[config.mk]
export PLATFORM = sky130hd
export DESIGN_NAME = access_controller
export DESIGN_NICKNAME = d
export VERILOG_FILES = /design/src/rtl/access_controller.sv
export SDC_FILE = /design/constraint.sdc
export NUM_CORES = 1
export LEC_CHECK = 0
export ABC_AREA = 0
export CORE_MARGIN = 5
export CORE_UTILIZATION = 50
export DETAILED_ROUTE_END_ITERATION = 16
export PLACE_DENSITY = 0.7
export SYNTH_ARGS = -nofsm -noshare
export SYNTH_HDL_FRONTEND = slang
export SYNTH_SLANG_ARGS = --single-unit
[constraint.sdc]
create_clock -name clk -period 3.85 [get_ports clk]
set_input_delay 0.77 -clock clk [delete_from_list [all_inputs] [get_ports clk]]
set_output_delay 0.77 -clock clk [all_outputs]
set_load 0.01 [all_outputs]
[src/rtl/access_controller.sv]
// access_controller: keypad PIN entry, per-user password check with lockout,
// and confirm-twice password change with timed grant/deny/pw_set indications.
module access_controller #(
    parameter int NUM_USERS = 10,
    parameter int DIGITS = 4,
    parameter int MAX_FAILS = 3,
    parameter int SHOW_CYCLES = 16,
    parameter int LOCK_CYCLES = 1024,
    localparam int UW = NUM_USERS > 1 ? $clog2(NUM_USERS) : 1,
    localparam int CW = $clog2(DIGITS + 1),
    localparam int FW = $clog2(MAX_FAILS + 1)
) (
    input  logic                  clk,
    input  logic                  reset,
    input  logic [UW-1:0]         user_sel,
    input  logic                  key_valid,
    input  logic [3:0]            key_digit,
    input  logic                  key_enter,
    input  logic                  key_clear,
    input  logic                  change_req,
    output logic                  grant,
    output logic                  deny,
    output logic                  locked,
    output logic                  pw_set,
    output logic [UW-1:0]         grant_id,
    output logic [CW-1:0]         entry_count,
    output logic [4*DIGITS-1:0]   entry_digits,
    output logic [FW-1:0]         fail_count
);
    localparam int TMAX = SHOW_CYCLES > LOCK_CYCLES ? SHOW_CYCLES : LOCK_CYCLES;
    localparam int TW = $clog2(TMAX + 1);
    localparam logic [TW-1:0] SHOW = TW'(SHOW_CYCLES - 1);
    localparam logic [TW-1:0] LOCK = TW'(LOCK_CYCLES - 1);

    typedef enum logic [3:0] {IDLE, ENTRY, CHECK, GRANT, DENY, LOCKOUT, NEW, CONFIRM, SET_OK} state_t;

    state_t state;
    logic [UW-1:0] cur_user;
    logic [4*DIGITS-1:0] new_pw, pw_cur, shifted;
    logic [4*DIGITS-1:0] pw [NUM_USERS];
    logic [TW-1:0] timer;
    logic [FW-1:0] fail_next;
    logic chg, dig_ok, full, user_ok, match, done, confirm_ok;

    // Out-of-range user slots find no password and therefore never match.
    always_comb begin
        pw_cur = '0;
        user_ok = 1'b0;
        for (int i = 0; i < NUM_USERS; i++) begin
            if (cur_user == UW'(i)) begin
                pw_cur = pw[i];
                user_ok = 1'b1;
            end
        end
    end

    assign dig_ok = key_valid && key_digit < 4'd10;
    assign full = entry_count == CW'(DIGITS);
    assign match = user_ok && full && entry_digits == pw_cur;
    assign confirm_ok = full && entry_digits == new_pw;
    assign shifted = (entry_digits << 4) | (4*DIGITS)'(key_digit);
    assign fail_next = fail_count == FW'(MAX_FAILS) ? fail_count : fail_count + 1'b1;
    assign done = timer == '0;

    always_ff @(posedge clk) begin
        if (!reset) begin
            state <= IDLE;
            grant <= 1'b0;
            deny <= 1'b0;
            locked <= 1'b0;
            pw_set <= 1'b0;
            grant_id <= '0;
            entry_count <= '0;
            entry_digits <= '0;
            fail_count <= '0;
            cur_user <= '0;
            new_pw <= '0;
            timer <= '0;
            chg <= 1'b0;
            for (int i = 0; i < NUM_USERS; i++) pw[i] <= '0;
        end else begin
            // Indications follow the state one cycle later, so they are pure flops.
            grant <= state == GRANT;
            deny <= state == DENY || state == LOCKOUT;
            locked <= state == LOCKOUT;
            pw_set <= state == SET_OK;
            timer <= done ? timer : timer - 1'b1;
            case (state)
                IDLE: if (dig_ok) begin
                    entry_digits <= (4*DIGITS)'(key_digit);
                    entry_count <= CW'(1);
                    cur_user <= user_sel;
                    state <= ENTRY;
                end
                ENTRY, NEW, CONFIRM: begin
                    if (key_clear) begin
                        entry_count <= '0;
                        entry_digits <= '0;
                        state <= IDLE;
                    end else if (key_enter) begin
                        if (state == ENTRY) state <= CHECK;
                        else if (state == NEW && full) begin
                            new_pw <= entry_digits;
                            entry_count <= '0;
                            entry_digits <= '0;
                            state <= CONFIRM;
                        end else if (state == CONFIRM) begin
                            entry_count <= '0;
                            entry_digits <= '0;
                            timer <= SHOW;
                            state <= confirm_ok ? SET_OK : DENY;
                            for (int i = 0; i < NUM_USERS; i++)
                                if (confirm_ok && cur_user == UW'(i)) pw[i] <= entry_digits;
                        end
                    end else if (dig_ok) begin
                        entry_digits <= shifted;
                        entry_count <= full ? entry_count : entry_count + 1'b1;
                    end
                end
                CHECK: begin
                    entry_count <= '0;
                    entry_digits <= '0;
                    if (match) begin
                        fail_count <= '0;
                        grant_id <= cur_user;
                        chg <= 1'b0;
                        timer <= SHOW;
                        state <= GRANT;
                    end else begin
                        fail_count <= fail_next;
                        timer <= fail_next == FW'(MAX_FAILS) ? LOCK : SHOW;
                        state <= fail_next == FW'(MAX_FAILS) ? LOCKOUT : DENY;
                    end
                end
                GRANT: begin
                    chg <= chg | change_req;
                    if (done) state <= chg || change_req ? NEW : IDLE;
                end
                DENY, SET_OK: if (done) state <= IDLE;
                LOCKOUT: if (done) begin
                    fail_count <= '0;
                    state <= IDLE;
                end
                default: state <= IDLE;
            endcase
        end
    end
endmodule

==> results of run 1 <==
## layout make-up
type | count | area, sq um
clock inverters | 14 | 77.6
fillers | 1858 | 9170
flip-flops and latches | 225 | 6110
multi-input cells | 744 | 4720
well taps | 285 | 357
repair buffers | 131 | 1250
inverters | 20 | 75.1
clock buffers | 31 | 669
## sequential cells by signal (all words and copies together) (netlist names)
signal and cells:
pw_set 1, deny 1, entry_digits 16, locked 1, fail_count 2, grant_id 4, grant 1, chg 1
pw 160, timer 11, new_pw 16, cur_user 4, state 4, entry_count 3
## worst max-delay path: cells and delay by family (launching register included)
family,cells,cell delay (ns)
DFF,1,0.49
AOI/OAI and AO/OA,2,0.44
muxes,2,0.51
buffers and inverters,2,0.40
and+or+nand+nor,5,1.80
## per-layer routing
metal	global-route usage [%]	vias up	routed length, um
met5	0	-	0
li1	-	4061	-
met1	35.4	4178	13900
met2	38.1	385	14400
met4	7.98	0	1200
met3	3.75	74	2430
## per-stage QoR
stage	hold WS (ns)	util, %	power (W)
after global placement	0.452	55.6	0.00415
after global routing	0.492	59.1	0.00660
after detailed placement	0.453	55.6	0.00417
final	0.457	59.1	0.00633
after CTS	0.461	58.9	0.00635
after floorplan	0.441	-	0.00372
## how the worst max path moves through the flow
stage | slack (ns) | cells past startpoint | from | end
final | 0.12 | 11 | cur_user[1] | grant_id[1]
after global routing | -0.009 | 11 | cur_user[1] | grant_id[3]
after CTS | 0.01 | 10 | cur_user[1] | grant_id[0]
after detailed placement | 0.03 | 10 | cur_user[1] | grant_id[2]
after global placement | 0.06 | 10 | cur_user[1] | grant_id[0]
after floorplan | 0.12 | 7 | entry_digits[5] | pw[6][0]
## placed cells by master (no fill, tap or decap), types with 18 or more instances in the layout
cell type / n
edfxtp_1: 160
and2_1: 135
nor2_1: 100
buf_4: 76
dfxtp_1: 63
nand2_1: 53
mux2i_1: 50
a21oi_1: 46
clkdlybuf4s50_1: 42
o21ai_0: 41
nor3_1: 36
clkbuf_16: 25
a22oi_1: 23
nand2b_1: 19
inv_1: 18
## power groups by stage
stage / clock, W / combinational, W / sequential, W
finish: 0.00218 / 0.00132 / 0.00283
global route: 0.00232 / 0.00144 / 0.00284
CTS: 0.00222 / 0.00130 / 0.00283
detailed placement: 0 / 0.00130 / 0.00288
global placement: 0 / 0.00128 / 0.00287
floorplan: 0 / 0.000893 / 0.00282
## cell families (layout without fill, tap and decap cells)
| family | count (synthesis) | count (layout) | share of synthesized area (%) |
|---|---|---|---|
| buf+inv | 118 | 196 | 4.49 |
| compound gates | 214 | 214 | 12.4 |
| fa+ha+maj | 4 | 4 | 0.442 |
| xor+xnor | 29 | 29 | 2.25 |
| simple gates | 440 | 440 | 21.3 |
| flops | 225 | 225 | 54.0 |
| mux | 57 | 57 | 5.12 |
## what timing repair did
action	4_1_cts	5_1_grt
gates resized for setup	0	2
setup endpoints to repair	0	14
setup buffers	0	4
==> reports/results.ini, run 1 <==
[status]
outcome=finished, final reports clean

[placed_design]
place_area_sq_um=12500
hpwl_um=22300
gp_congestion=0.973
numPortBuffers=42
dp_worst_setup_slack_ns=0.0264
dp_cells=1401

[setup_path]
endpoint_kind=register
worstPathArrival_ns=4.18
critPathMaxFanout=30
cp_slowest_stage_delay_ns=0.60
r2r_start=cur_user[1]
rr_endpoint=grant_id[1]
cp-start-kind=register
regToRegSetupSlack_ns=0.12
critPathKind=register to register
r2r_cells=11
cp_slowest_cell=or4_4
worstPathRequired_ns=4.30
crit_chain=buf_12, and4bb_1, nor2_1, o21ai_0, a221oi_2, mux2_1, or4_1, or4_4, nor3b_4, buf_4, mux2i_1

[min_path]
min_path_cells=2
hp-start=grant_id[3]
hold_path_class=register to register
min_to=grant_id[3]

[sta]
slew_headroom_pct=49.2
finalMaxSlewViolations=0
timing.fmax_ghz=0.268
setup_slack_ns=0.125
worst_pin_slew_ns=0.760
finalCritPeriodShare_pct=96.8
setup_viol=0
hold_viol=0
fin_worst_skew_ns=0.0185
final.setup.tns_ns=0
min_period_ns=3.73

[power_and_ir_drop]
p_leak_nw=4.92
switchingPower_w=0.00186
p_int_w=0.00447
ir_drop_v=0.000380
p_per_area_nw_per_um2=478
power_frac_seq_pct=44.6
clock_power_share_pct=34.5
netSwitchingFraction_pct=29.4
comb_power_share_pct=20.9

[clocking]
ctsHoldBuffers=0
cts-root-buf=clkbuf_16
clkTransAtPathRegs_ns=0.06
clockBufferDepth=3
clkSinkCount=225
clk_latency_ns=0.53
cts_made_buffers=25
htree_levels=1
cts_tree=built

[final_layout]
insertedDiodeCount=0
final-instance-count-excl-fill=1450
syn_to_final_growth_pct=17.2
drive_above_1_share_pct=12.8
final_nets=1165
fin_area_sq_um=13300

[global_route]
grt_max_degree=37
grt_pass1_vias=8376
grt_pass1_wl_um=49800
antenna_found_initial=0
grt_overflow_total=0
grt_usage_pct=24.5

[yosys]
synth_warnings=0
ys_top_cells_by_area=edfxtp_1, dfxtp_1, and2_1
yosysMostFrequentCell=edfxtp_1
yosys.area.top_type_share_pct=42.5
synth_ff_type=edfxtp_1
yosysUniqueCellTypes=78
async_flop_share_pct=0
synth_fp_nets=1105
synth_edf_count=160
synthTopCellsByCount=edfxtp_1, and2_1, nor2_1
seq_area_frac_synth_pct=54.0
ys_seq_elements=225
syn_avg_cell_area_sq_um=10.4
netlist_area_sq_um=11300
synth_top_area_cell=edfxtp_1
synth_cells=1087

[route]
drtIter0Drc=983
vias=8698
avgViaCountPerCell=6.00
first_pass_iters=5
drcViolationCount=0
drt_wl_total_um=31900
postRouteAntennaNets=0
wl_per_cell_um=22.0

[run]
drv_cap=0

[floorplan]
dieArea_sq_um=25700
die_x_um=160
num_rows=55
die_y_um=160
initial_core_util_pct=50.4
ios=43
coreArea_sq_um=22400

No activity file was read; power rests on OpenSTA's default activity.
==> inputs of run 2 (changes only) <==
--- a/config.mk
+++ b/config.mk
@@ -6,6 +6,7 @@
 export NUM_CORES = 1
 export LEC_CHECK = 0
 export ABC_AREA = 0
+export ABC_CLOCK_PERIOD_IN_PS = 3850
 export CORE_MARGIN = 5
 export CORE_UTILIZATION = 50
 export DETAILED_ROUTE_END_ITERATION = 16
==> results of run 2 <==
No change in the layout: final DEF, timing and power equal those of run 1.
==> inputs of run 3 (changes only) <==
--- a/config.mk
+++ b/config.mk
@@ -7,10 +7,12 @@
 export LEC_CHECK = 0
 export ABC_AREA = 0
 export ABC_CLOCK_PERIOD_IN_PS = 3850
+export CAP_MARGIN = 20
 export CORE_MARGIN = 5
 export CORE_UTILIZATION = 50
 export DETAILED_ROUTE_END_ITERATION = 16
 export PLACE_DENSITY = 0.7
+export SKIP_LAST_GASP = 1
 export SYNTH_ARGS = -nofsm -noshare
 export SYNTH_HDL_FRONTEND = slang
 export SYNTH_SLANG_ARGS = --single-unit
==> results of run 3 <==
No change in the layout: final DEF, timing and power equal those of run 1.
